### config.mk
export PLATFORM = sky130hd
export DESIGN_NAME = dmem_arbiter_flat
export DESIGN_NICKNAME = d
export VERILOG_FILES = /design/src/rtl/dmem_arb_pkg.sv /design/src/rtl/dmem_arbiter_if.sv /design/src/rtl/arb_wait_ctr.sv /design/src/rtl/dmem_arbiter.sv /design/src/flat_wrapper.sv
export SDC_FILE = /design/constraint.sdc
export NUM_CORES = 1
export LEC_CHECK = 0
export ABC_AREA = 0
export CORE_ASPECT_RATIO = 0.8
export CORE_MARGIN = 10
export CORE_UTILIZATION = 37
export CTS_CLUSTER_SIZE = 10
export DETAILED_ROUTE_END_ITERATION = 8
export PLACE_DENSITY = 0.91
export SLEW_MARGIN = 20
export SYNTH_ARGS = -nofsm -noshare
export SYNTH_HDL_FRONTEND = slang
export SYNTH_SLANG_ARGS = --single-unit
### constraint.sdc
create_clock -name clk -period 3.4 [get_ports clk]
set_clock_uncertainty 0.2 [all_clocks]
set_input_delay 0.34 -clock clk [delete_from_list [all_inputs] [get_ports clk]]
set_output_delay 0.34 -clock clk [all_outputs]
set_load 0.03 [all_outputs]
### src/rtl/dmem_arb_pkg.sv
// Shared types for the dm1 arbiter.
// Arbiter state, port owner and counter sizing.
package dmem_arb_pkg;

  typedef enum logic {
    NORMAL,
    LOCKED
  } arb_state_t;

  typedef enum logic [1:0] {
    OWN_NONE,
    OWN_CPU,
    OWN_HOST
  } own_t;

  function automatic int wait_w(int m);
    return (m < 2) ? 1 : $clog2(m + 1);
  endfunction

endpackage

### src/rtl/dmem_arbiter_if.sv
// Single-beat memory request port.
// master = requester, slave = arbiter side.
interface dmem_arbiter_if #(
  parameter int AW = 8,
  parameter int DW = 8
);

  logic          req;
  logic          we;
  logic [AW-1:0] addr;
  logic [DW-1:0] wdata;
  logic          gnt;
  logic [DW-1:0] rdata;

  modport master (
    output req, we, addr, wdata,
    input  gnt, rdata
  );

  modport slave (
    input  req, we, addr, wdata,
    output gnt, rdata
  );

endinterface

### src/rtl/arb_wait_ctr.sv
// Saturating up-counter with clear.
// Holds at MAX; clear wins over increment.
module arb_wait_ctr #(
  parameter int           W   = 4,
  parameter logic [W-1:0] MAX = '1
) (
  input  logic         clk,
  input  logic         reset,
  input  logic         inc,
  input  logic         clr,
  output logic [W-1:0] cnt,
  output logic         at_max
);

  assign at_max = (cnt == MAX);

  always_ff @(posedge clk) begin
    if (reset) begin
      cnt <= '0;
    end else if (clr) begin
      cnt <= '0;
    end else if (inc && !at_max) begin
      cnt <= cnt + 1'b1;
    end
  end

endmodule

### src/rtl/dmem_arbiter.sv
// Shares dm1 between core LSU and host/DMA port.
// Core has priority; host gets bounded wait and burst lock.
module dmem_arbiter
  import dmem_arb_pkg::*;
#(
  parameter int AW       = 8,
  parameter int DW       = 8,
  parameter int MAX_WAIT = 4,
  parameter int CW       = 16
) (
  input  logic            clk,
  input  logic            reset,
  dmem_arbiter_if.slave   cpu,
  dmem_arbiter_if.slave   host,
  input  logic            host_lock,
  output logic            mem_we,
  output logic [AW-1:0]   mem_addr,
  output logic [DW-1:0]   mem_wdata,
  input  logic [DW-1:0]   mem_rdata,
  output logic            locked,
  output logic [CW-1:0]   stall_cnt
);

  localparam int WW = wait_w(MAX_WAIT);
  localparam logic [WW-1:0] WMAX = WW'(MAX_WAIT);

  arb_state_t    state;
  own_t          own;
  logic [WW-1:0] wait_cnt;
  logic          wait_max;
  logic          stall_max;
  logic          host_wait;
  logic          host_clr;
  logic          cpu_stall;

  always_comb begin
    own = OWN_NONE;
    if (reset) begin
      own = OWN_NONE;
    end else if (state == LOCKED) begin
      own = host.req ? OWN_HOST : OWN_NONE;
    end else if (host.req && (!cpu.req || wait_max)) begin
      own = OWN_HOST;
    end else if (cpu.req) begin
      own = OWN_CPU;
    end
  end

  assign cpu.gnt    = (own == OWN_CPU);
  assign host.gnt   = (own == OWN_HOST);
  assign cpu.rdata  = mem_rdata;
  assign host.rdata = mem_rdata;

  always_comb begin
    mem_we    = 1'b0;
    mem_addr  = '0;
    mem_wdata = '0;
    unique case (1'b1)
      own == OWN_CPU: begin
        mem_we    = cpu.we;
        mem_addr  = cpu.addr;
        mem_wdata = cpu.wdata;
      end
      own == OWN_HOST: begin
        mem_we    = host.we;
        mem_addr  = host.addr;
        mem_wdata = host.wdata;
      end
      default: ;
    endcase
  end

  // In LOCKED the host is granted whenever it asks,
  // so exit reduces to a dropped request or lock.
  always_ff @(posedge clk) begin
    if (reset) begin
      state  <= NORMAL;
      locked <= 1'b0;
    end else begin
      unique case (state)
        NORMAL: begin
          if (host.gnt && host_lock) begin
            state  <= LOCKED;
            locked <= 1'b1;
          end
        end
        LOCKED: begin
          if (!host.req || !host_lock) begin
            state  <= NORMAL;
            locked <= 1'b0;
          end
        end
        default: begin
          state  <= NORMAL;
          locked <= 1'b0;
        end
      endcase
    end
  end

  assign host_wait = host.req & ~host.gnt;
  assign host_clr  = host.gnt | ~host.req;
  assign cpu_stall = cpu.req & ~cpu.gnt;

  arb_wait_ctr #(
    .W   (WW),
    .MAX (WMAX)
  ) u_wait (
    .clk    (clk),
    .reset  (reset),
    .inc    (host_wait),
    .clr    (host_clr),
    .cnt    (wait_cnt),
    .at_max (wait_max)
  );

  arb_wait_ctr #(
    .W   (CW),
    .MAX ({CW{1'b1}})
  ) u_stall (
    .clk    (clk),
    .reset  (reset),
    .inc    (cpu_stall),
    .clr    (1'b0),
    .cnt    (stall_cnt),
    .at_max (stall_max)
  );

  a_one_gnt: assert property (
    @(posedge clk) !(cpu.gnt && host.gnt));

  a_we_gnt: assert property (
    @(posedge clk) !mem_we || own != OWN_NONE);

  a_wait_rng: assert property (
    @(posedge clk) wait_cnt <= WMAX);

  a_stall_sat: assert property (
    @(posedge clk) disable iff (reset)
    stall_max |=> stall_max);

endmodule

### src/flat_wrapper.sv
// flat-port wrapper written by rule: the top's interface ports become plain ports
module dmem_arbiter_flat import dmem_arb_pkg::*;
#(
  parameter int AW       = 8,
  parameter int DW       = 8,
  parameter int MAX_WAIT = 4,
  parameter int CW       = 16
)
  (clk, reset, host_lock, mem_we, mem_addr, mem_wdata, mem_rdata, locked, stall_cnt, cpu_req, cpu_we, cpu_addr, cpu_wdata, cpu_gnt, cpu_rdata, host_req, host_we, host_addr, host_wdata, host_gnt, host_rdata);
  dmem_arbiter_if #(.AW(AW), .DW(DW)) cpu_i ();
  dmem_arbiter_if #(.AW(AW), .DW(DW)) host_i ();
  input  logic clk;
  input  logic reset;
  input  logic host_lock;
  output logic mem_we;
  output logic [AW-1:0] mem_addr;
  output logic [DW-1:0] mem_wdata;
  input  logic [DW-1:0] mem_rdata;
  output logic locked;
  output logic [CW-1:0] stall_cnt;
  input wire logic [$bits(cpu_i.req)-1:0] cpu_req;
  input wire logic [$bits(cpu_i.we)-1:0] cpu_we;
  input wire logic [$bits(cpu_i.addr)-1:0] cpu_addr;
  input wire logic [$bits(cpu_i.wdata)-1:0] cpu_wdata;
  output wire logic [$bits(cpu_i.gnt)-1:0] cpu_gnt;
  output wire logic [$bits(cpu_i.rdata)-1:0] cpu_rdata;
  input wire logic [$bits(host_i.req)-1:0] host_req;
  input wire logic [$bits(host_i.we)-1:0] host_we;
  input wire logic [$bits(host_i.addr)-1:0] host_addr;
  input wire logic [$bits(host_i.wdata)-1:0] host_wdata;
  output wire logic [$bits(host_i.gnt)-1:0] host_gnt;
  output wire logic [$bits(host_i.rdata)-1:0] host_rdata;
  assign cpu_i.req = cpu_req;
  assign cpu_i.we = cpu_we;
  assign cpu_i.addr = cpu_addr;
  assign cpu_i.wdata = cpu_wdata;
  assign cpu_gnt = cpu_i.gnt;
  assign cpu_rdata = cpu_i.rdata;
  assign host_i.req = host_req;
  assign host_i.we = host_we;
  assign host_i.addr = host_addr;
  assign host_i.wdata = host_wdata;
  assign host_gnt = host_i.gnt;
  assign host_rdata = host_i.rdata;
  dmem_arbiter #(.AW(AW), .DW(DW), .MAX_WAIT(MAX_WAIT), .CW(CW)) u_core (.clk(clk), .reset(reset), .cpu(cpu_i), .host(host_i), .host_lock(host_lock), .mem_we(mem_we), .mem_addr(mem_addr), .mem_wdata(mem_wdata), .mem_rdata(mem_rdata), .locked(locked), .stall_cnt(stall_cnt));
endmodule
==> metrics.md <==
| Metric | Value |
|---|---|
| RR Startpoint | `u_core.u_wait.cnt[0]$_SDFFE_PP0P_` |
| Antenna viol nets, final | `0` |
| Worst setup EP type | `output port` |
| Post-DP Area | `2220 um2` |
| Critical path launch point type | `flip-flop` |
| Global route overflow | `0` |
| Via density | `5.21` |
| Inserted Clock Buffers | `3` |
| CTS tree | `done` |
| Drt first pass iters | `4` |
| WP data required | `2.86 ns` |
| Hold endpoint | `u_core.u_wait.cnt[1]$_SDFFE_PP0P_` |
| CP delay by family, top | `adder cells` |
| Min Tclk post-route | `2.96 ns` |
| Total area of sequential cells | `between 400 and 500 um2` |
| Detailed Route Iter0 Violations | `164` |
| Mapped Avg Cell Area | `between 8 and 9 um2` |
| Syn. warnings | `0` |
| Final setup vio count | `0` |
| Hold Path Stages | `2` |
| Cell area power density | `~240 nW/um2` |
| Achievable Freq | `338 MHz` |
| Number of global-route vias before repair | `1,564` |
| CTS HTree Levels | `1` |
| Top Layer Used | `met4` |
| Syn nets | `250` |
| CORE AREA | `4150 um2` |
| DR WL met2 | `2420 um` |
| CP dominant cell by count | `ha_1` |
| WP data arrival | `2.42 ns` |
| Initial Util | `0.382` |
| Site row count | `21` |
| Layout area overhead | `43.0%` |
| Post-synth EDFFs | `0` |
| DP HPWL | `3850 um` |
| IO Pins | `slightly below 100` |
| Period utilization | `0.870` |
| N_diodes | `0` |
| Synthesized area | `1590 um2` |
| Reg2reg setup slack | `between 1 and 1.5 ns` |
| Post-cts sizing count | `0` |
| Final Cell Area | `2270 um2` |
| Routed wire length on met3 | `227 um` |
| CTS sink count | `21` |
| Port-buffer cells | `74` |
| Top_reg_cell synth | `dfxtp_1` |
| Clock Latency Late Sink | `0.26 ns` |
| Wl on met1 | `2180 um` |
| Root buf cell | `clkbuf_8` |
| Setup Buffers After CTS | `0` |
| Total power | `0.555 mW` |
| Yosys cell types | `39` |
| Gpl congestion | `0.774` |
| Largest net degree at the start of global routing | `25` |
| CP max stage delay | `0.56 ns` |
| Die X | `93.2 um` |
| Residual DRC | `0` |
| Max Cap Viol | `0` |
| Share of cells above drive strength 1 | `0.133` |
| Synthesized instance count | `198` |
| Final Hold Viols | `0` |
| First-pass GRT wire length | `7930 um` |
| Flops & latches, synth | `21` |
| Vias | `about 1,600` |
| Crit path max-delay cell type | `ha_1` |
| Clock Pin Slew Worst Setup and Hold Paths | `0.07 ns` |
| CP cell instances | `inv_1, ha_1, a31oi_1, and3_1, ha_1, a22oi_1, nor2_1, buf_4` |
| RSZ-0062 raised after global routing | `false` |
| Worst reg-to-reg path cell count | `8` |
| Hold_sp | `u_core.u_wait.cnt[1]$_SDFFE_PP0P_` |
| Max Transition Viols Final | `0` |
| Hold Buf Count CTS | `0` |
| Longest Clk Path Bufs | `2` |
| Initial antenna violation count | `0` |
| Fraction of registers with async set/reset | `0` |
| Detailed Route WL | `4830 um` |
| Worst Max-Slew Pin Slew | `0.621 ns` |
| GRT Total Usage | `0.128` |
| Register area share after synthesis | `0.265` |
| Setup TNS | `0 ns` |
| Worst min path class | `reg2reg` |
| Die height | `78.6 um` |
| Worst path bufs/invs | `2` |
| CP Class | `reg2out` |
| Max-Slew Margin vs Limit | `0.586` |
| Status | `finished, final reports clean` |
| Multi-input logic area | `977 um2` |
| Crit-path max FO | `17` |
| Wire length per cell | `15.5 um` |
| VDD IR-drop max | `0.256 mV` |
| RR Endpoint | `u_core.u_wait.cnt[2]$_SDFFE_PP0P_` |
| Leak pwr | `0.856 nW` |
| Die area | `7320 um2` |
| Fill count | `413` |
| Final net count | `308` |
[layer usage]
metal / vias up / GRT usage
met1: 769 / 0.156
met4: 0 / 0.0123
li1: 820 / -
met5: - / 0
met2: 34 / 0.222
met3: 2 / 0.0409
[area by class of cell]
| type | instances | share of cell area |
|---|---|---|
| repair buffers | 76 | 0.314 |
| multi-input cells | 143 | 0.431 |
| flip-flops and latches | 21 | 0.185 |
| well taps | 57 | 0.0314 |
| inverters | 11 | 0.0182 |
| clock buffers | 4 | 0.0199 |
[flip-flops by register name (all words and copies together), names as in the netlist]
register	cells
u_core.locked	1
u_core.state	1
u_core.u_stall.cnt	16
u_core.u_wait.cnt	3
[cell usage after synthesis, types with 2 or more instances]
| cell type | number | area, um2 |
|---|---|---|
| clkbuf_1 | 5 | 18.8 |
| dfxtp_1 | 21 | 420 |
| nand4_1 | 2 | 12.5 |
| ha_1 | 5 | 62.6 |
| or4_1 | 6 | 45.0 |
| nand4_2 | 2 | 25.0 |
| inv_1 | 11 | 41.3 |
| and2_1 | 2 | 12.5 |
| buf_4 | 16 | 120 |
| nand3_1 | 3 | 15.0 |
| mux2_1 | 6 | 67.6 |
| nand2_1 | 15 | 56.3 |
| nand4_4 | 2 | 42.5 |
| a21oi_1 | 10 | 50.1 |
| nor2b_1 | 7 | 43.8 |
| nor4_4 | 2 | 42.5 |
| nor3_1 | 3 | 15.0 |
| a31oi_1 | 2 | 12.5 |
| and3_1 | 4 | 25.0 |
| nor2_1 | 28 | 105 |
| o31ai_1 | 6 | 45.0 |
| o21ai_0 | 2 | 10.0 |
| a211oi_1 | 5 | 37.5 |
| a22oi_1 | 18 | 135 |
[worst register-to-register path: cells and delay by family, from the launching register on]
kind	cells	cell delay [ns]
AND/OR/NAND/NOR	3	0.68
adder cells (fa/ha/maj)	2	0.49
flip-flops	1	0.37
buffers and inverters	2	0.28
AO/OA/AOI/OAI	1	0.12
[stage by stage]
step           setup WS, ns  std cells   util  hold slack, ns
3_5_place_dp          0.566        308  0.536           0.283
3_3_place_gp          0.641        308  0.536           0.279
5_1_grt               0.274        312  0.546           0.324
6_report              0.442        312  0.546           0.290
4_1_cts               0.468        312  0.546           0.295
2_1_floorplan         0.423        198      -           0.257
[placed cells by master, fill, tap and decap left out, types with 3 or more instances in the layout]
master / synthesis / final
a211oi_1: 5 / 5
a21oi_1: 10 / 10
a22oi_1: 18 / 18
and3_1: 4 / 4
buf_4: 16 / 19
clkbuf_8: 0 / 3
clkdlybuf4s50_1: 0 / 57
dfxtp_1: 21 / 21
ha_1: 5 / 5
inv_1: 11 / 11
mux2_1: 6 / 6
nand2_1: 15 / 15
nand3_1: 3 / 3
nor2_1: 28 / 28
nor2b_1: 7 / 7
nor3_1: 3 / 3
o31ai_1: 6 / 6
or4_1: 6 / 6
[report_power, final]
part / internal (mW) / switching, mW
logic: 0.0721 / 0.0681
clock network: 0.0834 / 0.0790
registers: 0.249 / 0.00346
[cells by family after synthesis]
family	share of synthesized area
buffers and inverters	0.119
xor gates and xnor gates	0.00552
muxes	0.0489
and+or+nand+nor	0.317
DFF	0.265
adders and majority gates	0.0394
AOI/OAI and AO/OA	0.205
[worst max path at each step]
stage / slack (ns) / start / endpoint / cells after the start
detailed placement: 0.57 / host_req / mem_wdata[5] / 7
CTS: 0.47 / u_core.u_wait.cnt[0]$_SDFFE_PP0P_ / mem_wdata[5] / 8
finish: 0.44 / u_core.u_wait.cnt[0]$_SDFFE_PP0P_ / mem_wdata[3] / 8
global route: 0.27 / u_core.u_wait.cnt[0]$_SDFFE_PP0P_ / mem_wdata[3] / 8
floorplan: 0.42 / u_core.u_wait.cnt[0]$_SDFFE_PP0P_ / mem_addr[0] / 10
global placement: 0.64 / host_req / mem_addr[5] / 7
(Power assumes the default switching activity.)
